## config.mk

```make
export PLATFORM = sky130hd
export DESIGN_NAME = cos_sequencer
export DESIGN_NICKNAME = d
export VERILOG_FILES = /design/src/rtl/cos_seq_pkg.sv /design/src/rtl/cos_step_rom.sv /design/src/rtl/cos_sequencer.sv
export SDC_FILE = /design/constraint.sdc
export NUM_CORES = 1
export LEC_CHECK = 0
export ABC_CLOCK_PERIOD_IN_PS = 6800
export BUFFER_PORTS_ARGS = -buffer_cell sky130_fd_sc_hd__buf_4
export CAP_MARGIN = 20
export CELL_PAD_IN_SITES_DETAIL_PLACEMENT = 0
export CELL_PAD_IN_SITES_GLOBAL_PLACEMENT = 1
export CORE_MARGIN = 4
export CORE_UTILIZATION = 47
export CTS_BUF_LIST = sky130_fd_sc_hd__clkbuf_8
export DETAILED_ROUTE_END_ITERATION = 8
export PLACE_DENSITY = 0.95
export SKIP_LAST_GASP = 1
export SLEW_MARGIN = 40
export SYNTH_ARGS = -nofsm -noshare
export SYNTH_HDL_FRONTEND = slang
export SYNTH_SLANG_ARGS = --single-unit
```

## constraint.sdc

```tcl
create_clock -name clk -period 6.8 [get_ports clk]
set_input_delay 0.34 -clock clk [delete_from_list [all_inputs] [get_ports clk]]
set_output_delay 0.34 -clock clk [all_outputs]
set_load 0.05 [all_outputs]
```

## src/rtl/cos_seq_pkg.sv

```systemverilog
// Shared definitions for the cos(x) sequencer: alu opcodes, float32
// constants of the order-4 Taylor expansion, FSM state encoding, step
// index type and the per-step control word produced by the step ROM.
package cos_seq_pkg;

  localparam logic [2:0] OP_NOP  = 3'b000;
  localparam logic [2:0] OP_FADD = 3'b010;
  localparam logic [2:0] OP_FMUL = 3'b011;

  localparam logic [31:0] C_NHALF = 32'hBF00_0000;  // -0.5
  localparam logic [31:0] C_INV24 = 32'h3D2A_AAAB;  // 1/24
  localparam logic [31:0] C_ONE   = 32'h3F80_0000;  // 1.0

  typedef enum logic [1:0] {
    IDLE = 2'd0,
    EXEC = 2'd1,
    DONE = 2'd2
  } state_t;

  typedef logic [2:0] step_t;
  localparam step_t STEP_LAST = 3'd5;

  // Operand sources the top can route onto alu_a / alu_b.
  typedef enum logic [3:0] {
    SRC_ZERO  = 4'd0,
    SRC_X     = 4'd1,
    SRC_T1    = 4'd2,
    SRC_T2    = 4'd3,
    SRC_T3    = 4'd4,
    SRC_T4    = 4'd5,
    SRC_T5    = 4'd6,
    SRC_NHALF = 4'd7,
    SRC_INV24 = 4'd8,
    SRC_ONE   = 4'd9
  } src_t;

  // Register that captures alu_out at the end of a step.
  typedef enum logic [2:0] {
    DST_NONE = 3'd0,
    DST_T1   = 3'd1,
    DST_T2   = 3'd2,
    DST_T3   = 3'd3,
    DST_T4   = 3'd4,
    DST_T5   = 3'd5,
    DST_RES  = 3'd6
  } dst_t;

  typedef struct packed {
    logic [2:0] op;
    src_t       src_a;
    src_t       src_b;
    dst_t       dst;
  } step_ctl_t;

endpackage

```

## src/rtl/cos_step_rom.sv

```systemverilog
// Combinational step table for the cos(x) sequencer.
//   step : current step index 0..5
//   ctl  : {opcode, operand A source, operand B source, destination}
// Indices 6/7 never occur in EXEC; they decode to a harmless NOP.
module cos_step_rom
  import cos_seq_pkg::*;
(
  input  step_t     step,
  output step_ctl_t ctl
);

  always_comb begin
    ctl = '{op: OP_NOP, src_a: SRC_ZERO, src_b: SRC_ZERO, dst: DST_NONE};
    case (step)
      3'd0: ctl = '{op: OP_FMUL, src_a: SRC_X,  src_b: SRC_X,     dst: DST_T1};   // x^2
      3'd1: ctl = '{op: OP_FMUL, src_a: SRC_T1, src_b: SRC_T1,    dst: DST_T2};   // x^4
      3'd2: ctl = '{op: OP_FMUL, src_a: SRC_T1, src_b: SRC_NHALF, dst: DST_T3};   // -x^2/2
      3'd3: ctl = '{op: OP_FMUL, src_a: SRC_T2, src_b: SRC_INV24, dst: DST_T4};   // x^4/24
      3'd4: ctl = '{op: OP_FADD, src_a: SRC_T4, src_b: SRC_T3,    dst: DST_T5};
      3'd5: ctl = '{op: OP_FADD, src_a: SRC_T5, src_b: SRC_ONE,   dst: DST_RES};
      default: ;
    endcase
  end

endmodule

```

## src/rtl/cos_sequencer.sv

```systemverilog
// cos(x) ~= 1 - x^2/2 + x^4/24 on float32, computed by issuing six ops
// in sequence to one shared external alu and holding the intermediates.
// Ports:
//   clk, reset      : clock, synchronous active-high reset
//   start, x        : request and float32 operand (latched on accept in IDLE)
//   busy            : high in EXEC and DONE
//   done            : one-cycle pulse; result valid then and held until next accept
//   result          : float32 cos(x)
//   alu_a/alu_b/alu_op : shared-alu operands and opcode (zero/NOP outside EXEC)
//   alu_out         : shared-alu result, sampled ALU_LAT cycles after operands settle
module cos_sequencer
  import cos_seq_pkg::*;
#(
  parameter int ALU_LAT = 1,
  parameter int CNT_W   = 4
) (
  input  logic        clk,
  input  logic        reset,
  input  logic        start,
  input  logic [31:0] x,
  output logic        busy,
  output logic        done,
  output logic [31:0] result,
  output logic [31:0] alu_a,
  output logic [31:0] alu_b,
  output logic [2:0]  alu_op,
  input  logic [31:0] alu_out
);

  localparam logic [CNT_W-1:0] CNT_LAST = CNT_W'(ALU_LAT);

  state_t           state;
  step_t            step;
  logic [CNT_W-1:0] cnt;
  logic [31:0]      xr, t1, t2, t3, t4, t5;
  step_ctl_t        ctl;

  cos_step_rom u_rom (
    .step (step),
    .ctl  (ctl)
  );

  function automatic logic [31:0] pick(input src_t s, input logic [31:0] xv,
                                       input logic [31:0] v1, input logic [31:0] v2,
                                       input logic [31:0] v3, input logic [31:0] v4,
                                       input logic [31:0] v5);
    case (s)
      SRC_X:     pick = xv;
      SRC_T1:    pick = v1;
      SRC_T2:    pick = v2;
      SRC_T3:    pick = v3;
      SRC_T4:    pick = v4;
      SRC_T5:    pick = v5;
      SRC_NHALF: pick = C_NHALF;
      SRC_INV24: pick = C_INV24;
      SRC_ONE:   pick = C_ONE;
      default:   pick = 32'h0;
    endcase
  endfunction

  // Alu drive is decoded purely from registered state, so it is stable for
  // the whole step; outside EXEC the alu sees a NOP with zero operands.
  always_comb begin
    alu_op = OP_NOP;
    alu_a  = 32'h0;
    alu_b  = 32'h0;
    if (state == EXEC) begin
      alu_op = ctl.op;
      alu_a  = pick(ctl.src_a, xr, t1, t2, t3, t4, t5);
      alu_b  = pick(ctl.src_b, xr, t1, t2, t3, t4, t5);
    end
  end

  always_ff @(posedge clk) begin
    if (reset) begin
      state  <= IDLE;
      busy   <= 1'b0;
      done   <= 1'b0;
      result <= 32'h0;
      step   <= '0;
      cnt    <= '0;
      xr     <= 32'h0;
      t1     <= 32'h0;
      t2     <= 32'h0;
      t3     <= 32'h0;
      t4     <= 32'h0;
      t5     <= 32'h0;
    end else begin
      case (state)
        IDLE: begin
          done <= 1'b0;
          if (start) begin
            xr    <= x;
            step  <= '0;
            cnt   <= '0;
            busy  <= 1'b1;
            state <= EXEC;
          end
        end
        EXEC: begin
          // Each step holds its operands for ALU_LAT+1 cycles; alu_out is
          // taken on the edge that closes the last of them.
          if (cnt == CNT_LAST) begin
            cnt <= '0;
            case (ctl.dst)
              DST_T1:  t1     <= alu_out;
              DST_T2:  t2     <= alu_out;
              DST_T3:  t3     <= alu_out;
              DST_T4:  t4     <= alu_out;
              DST_T5:  t5     <= alu_out;
              DST_RES: result <= alu_out;
              default: ;
            endcase
            if (step == STEP_LAST) begin
              done  <= 1'b1;
              state <= DONE;
            end else begin
              step <= step + 3'd1;
            end
          end else begin
            cnt <= cnt + 1'b1;
          end
        end
        DONE: begin
          done  <= 1'b0;
          busy  <= 1'b0;
          state <= IDLE;
        end
        default: state <= IDLE;
      endcase
    end
  end

endmodule
```

==> parameters.txt <==
Parameter                              Value

Min path
  Worst min-delay path category    primary input to register
  Startpoint of the worst hold path    x[21]

Global routing
  Via count of the first global-routing pass    about 11000
  First-pass GRT wire length    about 62000 µm
  All-layer global routing usage    29.7%
  Pin count of the biggest net entering global routing    ~140
  Total gr overflow    0
  Number of antenna violations at the first check in global routing    0

Setup path
  Maximum fanout along the worst path    17
  Nature of the critical path startpoint    register
  Cell type of the slowest stage on the worst timing path    sky130_fd_sc_hd__dfxtp_1
  Critical path class    register to primary output
  Worst Path Arrival    4.39 ns
  Number of buffer and inverter stages on the critical path    2
  Critical Path Sink Type    primary output
  Top cell family by delay on the critical path    simple AND/OR/NAND/NOR gates
  Stage delay of the slowest cell on the critical path    around 0.76 ns
  List of cells traversed by the critical path    inv_1, ha_1, nor4bb_4, nor2_1, nor3_4, a22oi_1, a31oi_1, buf_4
  Required arrival time at the worst endpoint    6.46 ns
  Reg2reg start    step[1]$_SDFFE_PP0P_
  Critical path origin    step[1]$_SDFFE_PP0P_

Detailed routing
  Post-detailed-route count of antenna-violating nets    0
  Length of the first detailed-routing pass in iterations    8
  Total number of vias    roughly 11000
  Routed wirelength normalized by instance count    22.3 µm
  DRC violations left    0
  Iter 0 DRT Violations    1546
  Total detailed-routing wirelength    a little over 40000 µm
  Vias/cell    6.14

Synth
  Number of flops mapped to enable cells by yosys    0
  Share of flip-flops with an asynchronous set or reset    0%
  Unique cell type count in the Yosys netlist    between 60 and 70
  Post-synth design cell area    0.0113 mm²
  Top-area cell type share of the netlist area    about two fifths
  Largest cells by area after synthesis    sky130_fd_sc_hd__dfxtp_1 (42%), sky130_fd_sc_hd__mux2i_1 (9.7%), sky130_fd_sc_hd__a21oi_1 (9.3%), sky130_fd_sc_hd__nand2_1 (9.1%), sky130_fd_sc_hd__nor2_1 (4.5%)
  Top flip-flop cell by instance count after synthesis    sky130_fd_sc_hd__dfxtp_1
  Count of synthesis-stage warnings from yosys    0
  Cell type contributing the most total cell area after synthesis    sky130_fd_sc_hd__dfxtp_1
  Syn nets    ~1500
  Fraction of the yosys area taken by sequential cells    about two fifths
  Average instance area after synthesis    8.15 µm²
  Cell count after synthesis    ~1400
  FF+latch count, synth    roughly 240

Die
  Area of the die    between 0.02 and 0.03 mm²
  Height of the die    163 µm
  Number of cell rows    56
  Starting density of the core    around 48%
  Placeable Area    about 0.024 mm²
  Number of top-level pins    168
  Die Wd    approximately 160 µm

CTS
  Clock sink total    about 240
  Number of buffers inserted to repair setup after CTS    0
  Hold Buf Count CTS    0
  Root buffer cell    sky130_fd_sc_hd__clkbuf_8
  Clock tree from TritonCTS    yes
  Resize count post-CTS    0
  Maximum level of the CTS H-tree    2
  Maximum count of clock buffers along a single path    3
  Number of clock buffers inserted by TritonCTS    between 40 and 50
  Worst-skew pair later-pin latency    roughly 0.57 ns
  Clock-pin slew on the worst setup and hold paths    roughly 0.060 ns

Status
  Outcome    finished clean

Placement
  DP HPWL    ~25000 µm
  Routability Congestion    ~0.92
  DP Area    about 0.013 mm²
  Dpl ws    roughly 2.9 ns
  Number of port buffers    166

Finish
  Area used by sequential logic in the layout    0.00470 mm²
  Number of antenna cells inserted    0
  Layout cells sized above 1    around 20%
  Total number of nets in the final design    around 1600
  Area of all placed cells without fillers    0.0136 mm²
  Area growth from synthesis to final layout    20.4%
  FILL cells    2221
  Area taken by multi-input logic gates    ~0.0061 mm²

Timing
  Slack of the critical path    between 2 and 2.5 ns
  Post-route clock period utilization    a little over two thirds
  Max-Slew Margin vs Limit    just over 30%
  Sum Neg Setup Slack    0 ns
  Setup Skew    roughly 0.046 ns
  Final number of setup-violating endpoints    0
  Setup repair after global routing missed its margin    false
  Highest Clock Rate    211 MHz
  Final hold violation count    0
  Slew at the pin with the worst max-slew slack    slightly above 1 ns
  Final critical delay including setup and external delays    between 4 and 5 ns
  Number of max-slew violations in the final report    0

Power
  Leak Pwr    just over 5 nW
  Design Power    ~3.1 mW
  Worst IR Drop VDD    around 0.15 mV
  Power density normalized to cell area    between 200 and 250 mW/mm²

Job
  Max-capacitance violation count    0
## sequential cells by signal, indices dropped and copies added (netlist names)
signal	flops
t5	32
state	2
t1	32
t3	32
result	32
xr	32
t2	32
done	1
busy	1
step	3
cnt	4
t4	32
## tightest hold or removal path: stages
cell and delay, ns:
sky130_fd_sc_hd__buf_4 0.11, sky130_fd_sc_hd__nand2_1 0.05, sky130_fd_sc_hd__a21oi_1 0.05
## path summary, 6_finish.rpt
check,slack [ns],depth (start not counted),to
worst max-delay path,2.07,8,alu_b[3]
worst min-delay path,0.03,3,xr[21]$_SDFFE_PP0P_
worst max register to register,2.93,9,t5[7]$_SDFFE_PP0P_
worst min register to register,0.45,2,t3[17]$_SDFFE_PP0P_
## metal layers
layer  GRT usage, %  share of wire (%)  vias up
met5              0                  0        -
met4           11.0                3.7        0
met3           8.30                 12      148
met2           46.6                 44      763
met1           39.3                 40     5308
li1               -                  -     5178
## synth_stat cells, drive strengths merged, types with 2 or more instances
master / number
nor4: 3
nand2: 274
nor3: 12
o21a: 2
a21oi: 211
dfxtp: 235
nor2b: 3
o21ai: 45
o21bai: 5
a31o: 2
nor2: 134
a22oi: 48
nand2b: 6
nand3: 18
nand3b: 3
a211oi: 11
a22o: 17
a222oi: 34
a31oi: 14
or2: 2
buf: 57
nor4b: 3
nor3b: 3
o31a: 4
or3: 5
inv: 6
o22ai: 2
mux2: 15
clkbuf: 64
and2: 2
a2bb2oi: 5
ha: 9
a221oi: 9
mux2i: 110
## layout by cell type (no fill, tap or decap), drive strengths merged, types with 34 or more instances in the layout
| master | instances |
|---|---|
| buf | 200 |
| mux2i | 110 |
| o21ai | 45 |
| nand2 | 274 |
| dfxtp | 235 |
| a22oi | 48 |
| clkbuf | 54 |
| nor2 | 134 |
| a222oi | 34 |
| a21oi | 211 |
## cell type report
type	instances	area share (%)
Sequential cell	235	34.6
Clock inverter	17	0.625
Clock buffer	54	5.46
Multi-Input combinational cell	1024	45.0
Timing Repair Buffer	200	11.3
Tap cell	319	2.93
Inverter	6	0.165
## report_power, final
part	internal (mW)	leakage, nW	total, mW	switching [mW]
Combinational	0.128	2.72	0.418	0.290
Clock	0.710	0.470	1.31	0.598
Sequential	1.40	1.90	1.42	0.0243
## kinds of logic (layout without fill, tap and decap cells)
logic type               count (synthesis)  in the layout  share of synthesized area (%)
multiplexers                           125            125                           11.2
adder cells (fa/ha/maj)                  9              9                          0.996
buffers and inverters                  127            277                           5.45
flip-flops                             235            235                           41.6
other                                    1              1                         0.0332
AND/OR/NAND/NOR                        473            473                           17.5
AO/OA/AOI/OAI                          416            416                           23.1
## per-stage QoR
step	hold slack [ns]	util, %	std cells
final	0.0322	57.8	1855
after CTS	0.0120	57.7	1854
after global placement	0.440	53.8	1778
after global routing	0.0169	57.8	1855
after detailed placement	0.446	54.2	1783
after floorplan	0.433	-	1386
Note: power is estimated with default switching activity, not from simulation.
